File: config.mk
export PLATFORM = sky130hd
export DESIGN_NAME = sakebi_eth_rx_framer
export DESIGN_NICKNAME = d
export VERILOG_FILES = /design/src/rtl/sakebi_eth_rx_framer.sv
export SDC_FILE = /design/constraint.sdc
export NUM_CORES = 1
export LEC_CHECK = 0
export BUFFER_PORTS_ARGS = -buffer_cell sky130_fd_sc_hd__buf_4
export CORE_UTILIZATION = 50
export DETAILED_ROUTE_END_ITERATION = 16
export GPL_TIMING_DRIVEN = 0
export HOLD_SLACK_MARGIN = 0.05
export PLACE_DENSITY = 0.73
export SLEW_MARGIN = 10
export SYNTH_ARGS = -nofsm -noshare
export SYNTH_HDL_FRONTEND = slang
export SYNTH_SLANG_ARGS = --single-unit
File: constraint.sdc
create_clock -name i_axis_ACLK -period 4.88 [get_ports i_axis_ACLK]
set_clock_uncertainty 0.2 [all_clocks]
set_input_delay 0.732 -clock i_axis_ACLK [delete_from_list [all_inputs] [get_ports i_axis_ACLK]]
set_output_delay 0.732 -clock i_axis_ACLK [all_outputs]
set_load 0.05 [all_outputs]
File: src/rtl/sakebi_eth_rx_framer.sv
// sakebi_eth_rx_framer
//   Turns the RMII receiver's byte stream (bytes after SFD, no TLAST) into
//   AXI-Stream frames. The frame end is found from a run of idle input cycles.
//   The 4-byte FCS is stripped and checked with CRC-32, and a per-frame error
//   flag is reported on TUSER of the last beat.
//
// Ports
//   i_axis_ACLK      clock; all logic is in this domain
//   i_axis_ARESET    asynchronous, active-high reset
//   i_s_axis_*       input byte stream; TREADY is tied high (no back-pressure)
//   o_m_axis_*       output frame stream; TUSER is meaningful only with TLAST
//   i_m_axis_TREADY  downstream ready
//   o_frame_cnt      good frames, saturating
//   o_err_cnt        bad frames (FCS, runt, overrun), saturating
module sakebi_eth_rx_framer #(
  parameter int GAP_CYCLES = 32,  // idle cycles that end a frame, 4..255
  parameter int DATA_WIDTH = 8    // fixed at 8
) (
  input  logic                  i_axis_ACLK,
  input  logic                  i_axis_ARESET,
  input  logic                  i_s_axis_TVALID,
  output logic                  o_s_axis_TREADY,
  input  logic [DATA_WIDTH-1:0] i_s_axis_TDATA,
  output logic                  o_m_axis_TVALID,
  input  logic                  i_m_axis_TREADY,
  output logic [DATA_WIDTH-1:0] o_m_axis_TDATA,
  output logic                  o_m_axis_TLAST,
  output logic                  o_m_axis_TUSER,
  output logic [15:0]           o_frame_cnt,
  output logic [15:0]           o_err_cnt
);

  localparam logic [31:0] CRC_INIT    = 32'hFFFF_FFFF;
  localparam logic [31:0] CRC_RESIDUE = 32'hDEBB_20E3;
  localparam logic [7:0]  GAP_LAST    = 8'(GAP_CYCLES - 1);

  typedef enum logic [1:0] {ST_IDLE, ST_FILL, ST_STREAM, ST_FLUSH} state_t;

  state_t                     state_reg;
  logic [3:0][DATA_WIDTH-1:0] win_reg;   // [0] newest byte, [3] oldest
  logic [3:0][DATA_WIDTH-1:0] win_next;
  logic [DATA_WIDTH-1:0]      pend_reg;  // oldest byte known not to be FCS
  logic [2:0]                 cnt_reg;
  logic [31:0]                crc_reg;
  logic [7:0]                 gap_reg;
  logic                       ovf_reg;

  logic                  beat;
  logic                  gap_end;
  logic                  out_hold;
  logic                  frame_bad;
  logic                  start_frame;
  logic [31:0]           crc_next;
  logic [31:0]           crc_first;
  logic                  emit;
  logic                  emit_last;
  logic                  emit_user;
  logic [DATA_WIDTH-1:0] emit_data;

  // Reflected CRC-32, one byte per call, LSB first.
  function automatic logic [31:0] crc32_byte(input logic [31:0] crc_in,
                                             input logic [DATA_WIDTH-1:0] data);
    logic [31:0] c;
    c = crc_in ^ 32'(data);
    for (int i = 0; i < DATA_WIDTH; i++)
      c = c[0] ? ((c >> 1) ^ 32'hEDB8_8320) : (c >> 1);
    return c;
  endfunction

  assign o_s_axis_TREADY = 1'b1;
  assign beat            = i_s_axis_TVALID;
  assign crc_next        = crc32_byte(crc_reg, i_s_axis_TDATA);
  assign crc_first       = crc32_byte(CRC_INIT, i_s_axis_TDATA);
  assign gap_end         = !beat && (gap_reg == GAP_LAST);
  assign out_hold        = o_m_axis_TVALID && !i_m_axis_TREADY;
  // A dropped FLUSH beat still counts the frame as bad.
  assign frame_bad       = (crc_reg != CRC_RESIDUE) || ovf_reg || out_hold;
  // A beat in the FLUSH cycle opens the next frame straight away.
  assign start_frame     = beat && (state_reg == ST_IDLE || state_reg == ST_FLUSH);

  // Window shift: the new byte enters at [0], everything else moves one older.
  genvar gi;
  generate
    for (gi = 0; gi < 4; gi++) begin : g_win
      if (gi == 0) begin : g_new
        assign win_next[gi] = i_s_axis_TDATA;
      end else begin : g_old
        assign win_next[gi] = win_reg[gi-1];
      end
    end
  endgenerate

  always_comb begin
    emit      = 1'b0;
    emit_data = pend_reg;
    emit_last = 1'b0;
    emit_user = 1'b0;
    if (state_reg == ST_STREAM && beat) begin
      emit = 1'b1;
    end
    if (state_reg == ST_FLUSH) begin
      emit      = 1'b1;
      emit_last = 1'b1;
      emit_user = frame_bad;
    end
  end

  always_ff @(posedge i_axis_ACLK or posedge i_axis_ARESET) begin
    if (i_axis_ARESET) begin
      state_reg       <= ST_IDLE;
      win_reg         <= '0;
      pend_reg        <= '0;
      cnt_reg         <= '0;
      crc_reg         <= '0;
      gap_reg         <= '0;
      ovf_reg         <= 1'b0;
      o_m_axis_TVALID <= 1'b0;
      o_m_axis_TDATA  <= '0;
      o_m_axis_TLAST  <= 1'b0;
      o_m_axis_TUSER  <= 1'b0;
      o_frame_cnt     <= '0;
      o_err_cnt       <= '0;
    end else begin
      case (state_reg)
        ST_IDLE: begin
        end
        ST_FILL: begin
          if (beat) begin
            win_reg <= win_next;
            crc_reg <= crc_next;
            gap_reg <= '0;
            cnt_reg <= cnt_reg + 3'd1;
            if (cnt_reg == 3'd4) begin
              pend_reg  <= win_reg[3];
              state_reg <= ST_STREAM;
            end
          end else if (gap_end) begin
            // Runt: four bytes or fewer, nothing was emitted.
            if (o_err_cnt != 16'hFFFF) o_err_cnt <= o_err_cnt + 16'd1;
            state_reg <= ST_IDLE;
          end else begin
            gap_reg <= gap_reg + 8'd1;
          end
        end
        ST_STREAM: begin
          if (beat) begin
            pend_reg <= win_reg[3];
            win_reg  <= win_next;
            crc_reg  <= crc_next;
            gap_reg  <= '0;
          end else if (gap_end) begin
            state_reg <= ST_FLUSH;
          end else begin
            gap_reg <= gap_reg + 8'd1;
          end
        end
        ST_FLUSH: begin
          if (frame_bad) begin
            if (o_err_cnt != 16'hFFFF) o_err_cnt <= o_err_cnt + 16'd1;
          end else begin
            if (o_frame_cnt != 16'hFFFF) o_frame_cnt <= o_frame_cnt + 16'd1;
          end
          state_reg <= ST_IDLE;
        end
        default: state_reg <= ST_IDLE;
      endcase

      if (start_frame) begin
        win_reg    <= '0;
        win_reg[0] <= i_s_axis_TDATA;
        cnt_reg    <= 3'd1;
        crc_reg    <= crc_first;
        gap_reg    <= '0;
        ovf_reg    <= 1'b0;
        state_reg  <= ST_FILL;
      end

      // Single output register: a held beat wins over a new emit (which is
      // dropped and flagged); an accepted beat is replaced without loss.
      if (emit) begin
        if (out_hold) begin
          if (!emit_last) ovf_reg <= 1'b1;
        end else begin
          o_m_axis_TVALID <= 1'b1;
          o_m_axis_TDATA  <= emit_data;
          o_m_axis_TLAST  <= emit_last;
          o_m_axis_TUSER  <= emit_user;
        end
      end else if (o_m_axis_TVALID && i_m_axis_TREADY) begin
        o_m_axis_TVALID <= 1'b0;
        o_m_axis_TDATA  <= '0;
        o_m_axis_TLAST  <= 1'b0;
        o_m_axis_TUSER  <= 1'b0;
      end
    end
  end

endmodule

==> results of run 1 <==
stage by stage:
stage | hold slack (ns) | TNS (ns) | instances | total power, mW | worst slack, ns
after global placement | 0.270 | -111.91 | 908 | 5.05 | -0.874
after CTS | 0.218 | 0 | 941 | 6.42 | 1.92
after floorplan | 0.245 | 0 | 682 | 4.39 | 0.507
after global routing | 0.247 | 0 | 941 | 6.81 | 1.68
final | 0.198 | 0 | 941 | 6.46 | 1.90
after detailed placement | 0.274 | 0 | 909 | 5.12 | 1.83
worst register-to-register path: stages (launching register included):
cell	delay [ns]
dfrtp_1	0.35
clkbuf_1	0.22
nor4b_1	0.34
nand4_1	0.32
nor4_2	0.75
nor2b_1	0.33
mux2_1	0.35
final timing paths:
path                                              start                       endpoint  slack [ns]
max in group asynchronous                 i_axis_ARESET     o_frame_cnt[0]$_DFFE_PP0P_        3.55
worst min register to register  win_reg[29]$_DFFE_PP0P_        win_reg[29]$_DFFE_PP0P_        0.28
min in group i_axis_ACLK        win_reg[29]$_DFFE_PP0P_        win_reg[29]$_DFFE_PP0P_        0.28
worst max-delay path             crc_reg[4]$_DFFE_PP0P_     o_frame_cnt[1]$_DFFE_PP0P_        1.90
worst max register to register   crc_reg[4]$_DFFE_PP0P_     o_frame_cnt[1]$_DFFE_PP0P_        1.90
worst min-delay path                      i_axis_ARESET  o_m_axis_TDATA[2]$_DFFE_PP0P_        0.20
logic make-up (layout without fill, tap and decap cells):
kind of cell             after synthesis  in the layout  share of synthesized area, %
multiplexers                          23             23                          3.45
AND/OR/NAND/NOR                      202            202                          14.3
adder cells (fa/ha/maj)                8              8                          1.36
buffers and inverters                 60            139                          4.38
other                                  1              1                        0.0509
flip-flops                           129            129                          43.8
XOR/XNOR                             159            159                          23.2
AO/OA/AOI/OAI                        100            100                          9.44
layout make-up:
| cell class | count | area [um2] | area share (%) |
|---|---|---|---|
| Multi-Input combinational cell | 493 | 3820 | 44.6 |
| Sequential cell | 129 | 3230 | 37.7 |
| Clock buffer | 23 | 478 | 5.59 |
| Timing Repair Buffer | 47 | 373 | 4.36 |
| Buffer | 47 | 274 | 3.20 |
| Tap cell | 180 | 225 | 2.63 |
| Clock inverter | 9 | 106 | 1.24 |
| Inverter | 13 | 53.8 | 0.629 |
cell usage after synthesis (7+ instances only):
master | n | area, um2
a21oi_1 | 32 | 160
a22o_1 | 10 | 87.6
and3_1 | 11 | 68.8
clkbuf_1 | 21 | 78.8
dfrtp_1 | 129 | 3230
ha_1 | 8 | 100
inv_1 | 12 | 45.0
mux2_2 | 17 | 191
nand2_1 | 54 | 203
nand3_1 | 17 | 85.1
nand4_1 | 18 | 113
nor2_1 | 47 | 176
nor3_1 | 7 | 35.0
o21ai_0 | 13 | 65.1
o2bb2ai_1 | 24 | 210
xnor2_1 | 103 | 902
xnor3_1 | 9 | 203
xor2_1 | 32 | 280
layout by cell type, fill, tap and decap left out, drive strengths merged, types with 14 or more instances in the layout:
cell / instances
o21ai: 14
nor2: 47
a21oi: 32
nand3: 17
xnor2: 111
dfrtp: 129
xor2: 33
nand4: 18
o2bb2ai: 24
nand2: 54
clkbuf: 44
mux2: 19
buf: 73
where the power goes:
part / internal, mW / total [mW] / switching (mW)
clock: 0.790 / 1.25 / 0.465
combinational: 1.61 / 3.50 / 1.89
sequential: 1.42 / 1.71 / 0.295
metal layers:
metal  global-route usage (%)  vias up
met2                     40.0      247
met1                     34.3     2743
met3                     6.09       42
met4                     8.89        0
li1                         -     2488
met5                        0        -
==> reports/metrics.cfg, run 1 <==
[status]
status = finished, final reports clean

[routing]
first_pass_iters = 5
wl_met2_mm = 8.41
wire_per_inst_um = 19.0
met3WireLength_mm = 1.27
met1_length_mm = 7.89
top_layer = met4
routed_wl_mm = 17.9
antenna_left = 0
vias = 5520
vias_per_cell = 5.87
drtIter0Drc = 457
drc = 0

[timing]
hold_viol = 0
report.final.slew_viol_count = 0
worstMarginPinSlew_ns = 0.759
setup_viol = 0
relSlewSlack_pct = 49.0
period_share_pct = 61.1
period_minus_slack_ns = 2.98
fmax_mhz = 335
rsz0062_at_grt = no

[final_layout]
nets = 768
fin_util_pct = 60.5
antennaDiodeCount = 0
largest_register_ffs = 32
drive_above_1_share_pct = 17.1
nFillCells = 1126
final_area_um2 = 8550
synthToLayoutAreaGrowth_pct = 16.1

[cts]
cts-resized-gates = 0
h-tree-depth = 4
clkSlewWorstSetupHoldPaths_ns = 0.06
cts_made_buffers = 17
clockBufferDepth = 2
cts_root_buffer = clkbuf_16
hold_buffers = 0
cts_setup_buffers = 0
clk_latency_ns = 0.42
cts_tree = built
cts_sinks = 129

[grt]
grt_antenna_before_repair = 0
grt_pass1_vias = 5464
grt_use_total_pct = 25.4
overflow = 0
grt_pass1_wl_mm = 29.0
grt_max_degree = 66

[power]
p_leak_nw = 3.82
p_per_area_nw_per_um2 = 756
vdd_drop_max_mv = 0.505

[die]
fp.dieW_um = 123
coreArea_um2 = 14100
pin_count = 56
fp.dieArea_um2 = 15200
row_count = 43
start_util_pct = 52.1
die_y_um = 123

[yosys]
synth.yosys.seq_area_share_pct = 43.8
ys_ff_latch = 129
ys_types = 64
syn-num-nets = 702
avgSynthCellArea_um2 = 10.8
synthesis.area_um2 = 7370
ys_warn_count = 0
synth-edff-count = 0
ys_async_sr_fraction_pct = 100
synthCells = 682
synth-main-ff-cell = dfrtp_1

[placed_design]
hpwl_mm = 12.3
gp_congestion = 0.961
placed_area_um2 = 7970
port_buffers = 46

[worst_setup_path]
critPathMaxStageDelay_ns = 0.75
cp.depth = 6
criticalPathCategory = register to register
cp.arrival_ns = 3.08
path_buf_inv = 1
cp-start-kind = register
cp_max_fo = 9
cp-end-kind = register
crit_family = simple AND/OR/NAND/NOR gates
required_ns = 4.98
r2r_cells = 6
slowest_stage = nor4_2
path_cells = clkbuf_1 -> nor4b_1 -> nand4_1 -> nor4_2 -> nor2b_1 -> mux2_1

[flow_run]
maxCapViolations = 0

[worst_hold_path]
hp-class = primary input to asynchronous set/reset pin

No activity file was read; power rests on OpenSTA's default activity.
==> inputs of run 2 (changes only) <==
--- a/config.mk
+++ b/config.mk
@@ -5,12 +5,13 @@
 export SDC_FILE = /design/constraint.sdc
 export NUM_CORES = 1
 export LEC_CHECK = 0
+export ABC_AREA = 1
 export BUFFER_PORTS_ARGS = -buffer_cell sky130_fd_sc_hd__buf_4
 export CORE_UTILIZATION = 50
 export DETAILED_ROUTE_END_ITERATION = 16
 export GPL_TIMING_DRIVEN = 0
 export HOLD_SLACK_MARGIN = 0.05
-export PLACE_DENSITY = 0.73
+export PLACE_DENSITY = 0.76
 export SLEW_MARGIN = 10
 export SYNTH_ARGS = -nofsm -noshare
 export SYNTH_HDL_FRONTEND = slang
==> constraint.sdc (replaced) <==
create_clock -name i_axis_ACLK -period 2.53 [get_ports i_axis_ACLK]
set_clock_uncertainty 0.2 [all_clocks]
set_input_delay 0.3795 -clock i_axis_ACLK [delete_from_list [all_inputs] [get_ports i_axis_ACLK]]
set_output_delay 0.3795 -clock i_axis_ACLK [all_outputs]
set_load 0.05 [all_outputs]
==> reports/metrics.cfg, run 2 <==
[power]
p_per_area_nw_per_um2 = 1190  ; +57%
p_total_mw = 10.9  ; +68%
p_leak_nw = 4.63  ; +21%
vdd_drop_max_mv = 0.753  ; +49%

[routing]
routed_wl_mm = 20.9  ; +16%
drtIter0Drc = 736  ; +61%
drc = 0  ; unchanged
vias = 7276  ; +32%
antenna_left = 0  ; unchanged
wire_per_inst_um = 15.6  ; -18%
vias_per_cell = 5.44  ; -7.3%
first_pass_iters = 6  ; +1

[worst_setup_path]
slowest_stage = clkbuf_1
cp.arrival_ns = 2.63  ; -0.45 ns
rrSetupSlack_ns = 0.05  ; -1.85 ns
critPathMaxStageDelay_ns = 0.50  ; -0.25 ns
required_ns = 2.68  ; -2.30 ns
cp_max_fo = 10  ; +1
crit_family = buffers and inverters
cp-end-kind = register
criticalPathCategory = register to register
path_buf_inv = 3  ; +2
crit_path_frequent_cell = inv_1
path_cells = inv_1 -> ha_1 -> nand2_1 -> inv_1 -> clkbuf_1 -> o21ai_0 -> nand3_1
cp-start-kind = register

[grt]
grt_busiest_layer = met2
grt_util_met3_pct = 5.23  ; -0.86 points
grt_max_degree = 37  ; -44%
grt_use_total_pct = 27.5  ; +2.0 points
grt_antenna_before_repair = 0  ; unchanged
grt_pass1_vias = 6708  ; +23%
grt_pass1_wl_mm = 34.3  ; +18%
overflow = 0  ; unchanged
grt_use_met1_pct = 36.3  ; +2.0 points
grtUsageMet2_pct = 44.4  ; +4.4 points

[yosys]
synth_top_area_share_pct = 41.5  ; -2.3 points
synth.yosys.seq_area_share_pct = 41.5  ; -2.3 points
synthTopCellsByCount = nand2_1 (354), dfrtp_1 (129), inv_1 (121)
ys_ff_latch = 129  ; unchanged
avgSynthCellArea_um2 = 7.32  ; -32%
ys_async_sr_fraction_pct = 100  ; unchanged
yosys-top-cells-area = dfrtp_1 (42%), nand2_1 (17%), nand3_1 (7.3%), inv_1 (5.8%), xor2_1 (5.6%)
synthesis.area_um2 = 7780  ; +5.6%
ys_types = 47  ; -27%
synth_most_common_cell = nand2_1
syn-num-nets = 1082  ; +54%
synthCells = 1062  ; +56%
ys_warn_count = 0  ; unchanged
synth.largest_area_cell = dfrtp_1
synth-edff-count = 0  ; unchanged
synth-main-ff-cell = dfrtp_1

[cts]
cts_setup_buffers = 0  ; unchanged
h-tree-depth = 4  ; unchanged
cts_made_buffers = 17  ; unchanged
cts_tree = built
cts_root_buffer = clkbuf_16
cts_sinks = 129  ; unchanged
clkSlewWorstSetupHoldPaths_ns = 0.06  ; about the same
clk_latency_ns = 0.42  ; about the same
clockBufferDepth = 2  ; unchanged

[die]
pin_count = 56  ; unchanged
start_util_pct = 51.2  ; -0.91 points
fp.dieArea_um2 = 16100  ; +5.5%
die_y_um = 127  ; +2.7%
fp.dieW_um = 127  ; +2.7%
coreArea_um2 = 15200  ; +7.4%
row_count = 45  ; +4.7%

[placed_design]
port_buffers = 49  ; +6.5%
gp_congestion = 0.977  ; +1.7%
hpwl_mm = 15.1  ; +22%

[timing]
period_minus_slack_ns = 2.48  ; -0.501 ns
report.final.slew_viol_count = 0  ; unchanged
relSlewSlack_pct = 51.1  ; +2.0 points
setup_tns_ns = 0  ; unchanged
hold_slack_ns = 0.0751  ; -0.122 ns
rsz0062_at_grt = yes
period_share_pct = 98.1  ; +37 points
setup_viol = 0  ; unchanged
fmax_mhz = 403  ; +20%
worstMarginPinSlew_ns = 0.734  ; -0.0252 ns
hold_viol = 0  ; unchanged

[final_layout]
nets = 1158  ; +51%
final_cell_mix = nand2_1 (354), dfrtp_1 (129), inv_1 (120)
layout_commonest_cell = nand2_1
largest_register_ffs = 32  ; unchanged
synthToLayoutAreaGrowth_pct = 17.9
regArea_um2 = 3230  ; unchanged
drive_above_1_share_pct = 11.4  ; -5.7 points
nFillCells = 1376  ; +22%
multi_input_area_um2 = 3900  ; +2.1%
antennaDiodeCount = 0  ; unchanged
fin_util_pct = 60.3  ; -0.13 points

[worst_hold_path]
hp-class = primary input to register

[flow_run]
maxCapViolations = 0  ; unchanged

[status]
status = finished, final reports clean

==> run 2: cell count changes in the layout (fill, tap and decap cells not counted), moves of 17 or more <==
cell	before	now
inv_1	11	120
mux2_2	17	0
nand2_1	54	354
nand3_1	17	114
o21ai_0	13	54
o22ai_1	0	26
o2bb2ai_1	24	0
xnor2_1	103	23
xor2_1	32	50
==> run 2: through the flow <==
step | worst slack, ns | area [um2] | cells
floorplan | 0.275 | 7780 | 1062
global placement | -0.555 | 8380 | 1299
detailed placement | -0.0213 | 8470 | 1303
CTS | 0.108 | 9170 | 1338
global route | -0.0141 | 9170 | 1338
finish | 0.0488 | 9170 | 1338
==> run 2: logic make-up after synthesis <==
logic type	count (synthesis)	share of synthesized area [%]
and+or+nand+nor	567	31.6
buffers and inverters	164	8.41
DFF	129	41.5
AOI/OAI and AO/OA	120	8.90
xor gates and xnor gates	73	8.22
adders and majority gates	8	1.29
other	1	0.0482
==> run 2: worst paths after layout <==
path | from | cells past startpoint | to
max in group asynchronous | i_axis_ARESET | 5 | win_next[10]$_DFFE_PP0P_
hold reg to reg | emit_data[5]$_DFFE_PP0P_ | 2 | emit_data[5]$_DFFE_PP0P_
setup reg to reg | state_reg[0]$_DFFE_PP0P_ | 7 | crc_reg[27]$_DFFE_PP0P_
setup / recovery | state_reg[0]$_DFFE_PP0P_ | 7 | crc_reg[27]$_DFFE_PP0P_
hold / removal | i_s_axis_TDATA[5] | 3 | win_next[13]$_DFFE_PP0P_
min in group asynchronous | i_axis_ARESET | 3 | o_frame_cnt[13]$_DFFE_PP0P_
==> run 2: repair_timing <==
| action | in CTS | in global routing |
|---|---|---|
| endpoints found under the setup margin | 1 | 1 |
| hold buffers | 4 | 0 |
| resized for setup | 1 | 0 |
| hold endpoints to repair | 21 | 0 |
==> run 2: worst register-to-register path, cell delays in order (launching register included) <==
cell	delay [ns]
dfrtp_1	0.39
inv_1	0.08
ha_1	0.35
nand2_1	0.23
inv_1	0.13
clkbuf_1	0.50
o21ai_0	0.36
nand3_1	0.18
==> run 2: final cells by class <==
type                    instances  area share (%)
inverters                     131            5.42
clock inverters                12            2.24
multi-input cells             769            42.5
flip-flops and latches        129            35.2
repair buffers                 57            5.40
clock buffers                  19            4.94
well taps                     188            2.56
plain buffers                  33            1.76
==> run 2: metal layers <==
layer / vias to the layer above / wire, um
met5: - / 0
met4: 0 / 731
met3: 58 / 1720
met1: 3366 / 8750
li1: 3540 / -
met2: 312 / 9650
==> run 2: power breakdown <==
part / switching [mW] / internal (mW) / total, mW / leakage [nW]
registers: 0.508 / 2.71 / 3.22 / 1.69
clock network: 0.944 / 1.80 / 2.75 / 0.316
logic: 3.33 / 1.58 / 4.91 / 2.62
total: 4.78 / 6.09 / 10.9 / 4.63
==> inputs of run 3 (changes only) <==
--- a/config.mk
+++ b/config.mk
@@ -7,7 +7,9 @@
 export LEC_CHECK = 0
 export ABC_AREA = 1
 export BUFFER_PORTS_ARGS = -buffer_cell sky130_fd_sc_hd__buf_4
+export CORE_ASPECT_RATIO = 1.4
 export CORE_UTILIZATION = 50
+export CTS_BUF_LIST = sky130_fd_sc_hd__clkbuf_4 sky130_fd_sc_hd__clkbuf_8
 export DETAILED_ROUTE_END_ITERATION = 16
 export GPL_TIMING_DRIVEN = 0
 export HOLD_SLACK_MARGIN = 0.05
==> reports/metrics.cfg, run 3 (same netlist as run 2, synthesis figures left out) <==
[placed_design]
hpwl_mm = 15.7  ; +4.3%
port_buffers = 49  ; unchanged
placed_area_um2 = 8470  ; about the same
dp.cells = 1307  ; +0.31%
gp_congestion = 0.985  ; +0.80%

[cts]
cts_root_buffer = clkbuf_8
h-tree-depth = 4  ; unchanged
clockBufferDepth = 2  ; unchanged
cts_sinks = 129  ; unchanged
clkSlewWorstSetupHoldPaths_ns = 0.08  ; +0.02 ns
cts_tree = built
cts_setup_buffers = 0  ; unchanged
cts_made_buffers = 17  ; unchanged
clk_latency_ns = 0.46  ; +0.04 ns

[grt]
grt_use_total_pct = 28.2  ; +0.77 points
grt_antenna_before_repair = 0  ; unchanged
overflow = 0  ; unchanged
grt_pass1_vias = 6965  ; +3.8%
grt_util_met3_pct = 5.71  ; +0.48 points
grt_max_degree = 35  ; -5.4%
grt_busiest_layer = met2
grtUsageMet2_pct = 48.5  ; +4.2 points
grt_use_met1_pct = 32.8  ; -3.5 points
grt_pass1_wl_mm = 34.6  ; +1.1%

[timing]
report.final.slew_viol_count = 0  ; unchanged
hold_slack_ns = 0.0712  ; -0.00388 ns
period_share_pct = 97.6  ; -0.50 points
fmax_mhz = 405  ; +0.51%
hold_viol = 0  ; unchanged
worstMarginPinSlew_ns = 0.808  ; +0.0741 ns
period_minus_slack_ns = 2.47  ; -0.0125 ns
setup_viol = 0  ; unchanged
relSlewSlack_pct = 46.1  ; -4.9 points
rsz0062_at_grt = yes

[worst_setup_path]
cp-start-kind = register
slowest_stage = clkbuf_1
cp_max_fo = 10  ; unchanged
r2r_cells = 7  ; unchanged
r2r-end = crc_reg[21]$_DFFE_PP0P_
required_ns = 2.66  ; -0.02 ns
path_cells = inv_1 -> ha_1 -> nand2_1 -> clkbuf_1 -> a21oi_1 -> o21ai_0 -> nand3_1
cp.arrival_ns = 2.59  ; -0.04 ns
r2r-start = state_reg[0]$_DFFE_PP0P_
crit_family = buffers and inverters
cp-end-kind = register
path_buf_inv = 2  ; -1
rrSetupSlack_ns = 0.06  ; about the same
criticalPathCategory = register to register
critPathMaxStageDelay_ns = 0.56  ; +0.06 ns

[final_layout]
drive_above_1_share_pct = 11.6  ; +0.23 points
largest_register_ffs = 32  ; unchanged
fin_util_pct = 59.2  ; -1.2 points
antennaDiodeCount = 0  ; unchanged
final_cell_mix = nand2_1 (354), dfrtp_1 (129), inv_1 (120)
nets = 1160  ; +0.17%
final_cells = 1345  ; +0.52%
layout_commonest_cell = nand2_1
final_area_um2 = 8950  ; -2.5%
synthToLayoutAreaGrowth_pct = 15.0

[worst_hold_path]
whs_endpoint = o_m_axis_TVALID$_DFFE_PP0P_
hold_path_depth = 4  ; +1
hp-class = primary input to register
holdCritStartpoint = i_m_axis_TREADY

[die]
pin_count = 56  ; unchanged
start_util_pct = 51.4  ; +0.28 points
fp.dieArea_um2 = 16100  ; about the same
row_count = 53  ; +18%
fp.dieW_um = 107  ; -15%
die_y_um = 150  ; +18%
coreArea_um2 = 15100  ; -0.54%

[power]
p_leak_nw = 4.52  ; -2.4%
p_total_mw = 9.99  ; -8.1%
vdd_drop_max_mv = 0.636  ; -16%
p_per_area_nw_per_um2 = 1120  ; -5.8%

[routing]
drtIter0Drc = 468  ; -36%
drc = 0  ; unchanged
wire_per_inst_um = 15.8  ; +1.3%
first_pass_iters = 5  ; -1
routed_wl_mm = 21.2  ; +1.8%
antenna_left = 0  ; unchanged
vias = 7299  ; +0.32%
vias_per_cell = 5.43  ; -0.21%

[flow_run]
maxCapViolations = 0  ; unchanged

[status]
status = finished, final reports clean

## run 3: how the worst max path moves through the flow
stage | depth (start not counted) | to | slack (ns) | from
after global placement | 2 | o_err_cnt[7]$_DFFE_PP0P_ | -0.54 | i_axis_ARESET
after CTS | 7 | crc_reg[27]$_DFFE_PP0P_ | 0.11 | state_reg[0]$_DFFE_PP0P_
after global routing | 7 | crc_reg[21]$_DFFE_PP0P_ | -0.003 | state_reg[0]$_DFFE_PP0P_
final | 7 | crc_reg[21]$_DFFE_PP0P_ | 0.06 | state_reg[0]$_DFFE_PP0P_
after floorplan | 8 | o_frame_cnt[2]$_DFFE_PP0P_ | 0.28 | o_frame_cnt[0]$_DFFE_PP0P_
after detailed placement | 8 | crc_reg[2]$_DFFE_PP0P_ | -0.07 | state_reg[0]$_DFFE_PP0P_
## run 3: worst reg2reg max path: stages, from the launching register on
cell and delay [ns]:
dfrtp_1 0.38, inv_1 0.07, ha_1 0.37, nand2_1 0.32, clkbuf_1 0.56, a21oi_1 0.07
o21ai_0 0.23, nand3_1 0.13
## run 3: what timing repair did
| action | 4_1_cts | 5_1_grt |
|---|---|---|
| hold endpoints to repair | 81 | 0 |
| hold buffers | 6 | 0 |
| gates cloned | 0 | 0 |
| gates resized for setup | 2 | 3 |
| setup endpoints to repair | 1 | 2 |
## run 3: area by class of cell
class,instances,area [um2]
Buffer,33,164
Clock buffer,17,234
Clock inverter,15,174
Fill cell,1438,6170
Inverter,131,497
Multi-Input combinational cell,769,3900
Sequential cell,129,3230
Tap cell,192,240
Timing Repair Buffer,59,508
## run 3: per-layer routing
metal / vias to the layer above / wire length [um] / share of wire [%]
met5: - / 0 / 0
met1: 3414 / 8210 / 39
met2: 262 / 10700 / 50
met3: 70 / 1340 / 6.3
li1: 3553 / - / -
met4: 0 / 1010 / 4.8
## run 3: metrics by stage
step	setup TNS, ns	setup slack (ns)
global route	-0.00335	-0.00335
finish	0	0.0613
floorplan	0	0.275
detailed placement	-0.0675	-0.0675
CTS	0	0.113
global placement	-67.67	-0.541
## run 3: power by group
| part | switching [mW] | internal [mW] | leakage [nW] |
|---|---|---|---|
| Combinational | 3.34 | 1.59 | 2.63 |
| Clock | 0.946 | 0.904 | 0.194 |
| Sequential | 0.511 | 2.70 | 1.69 |
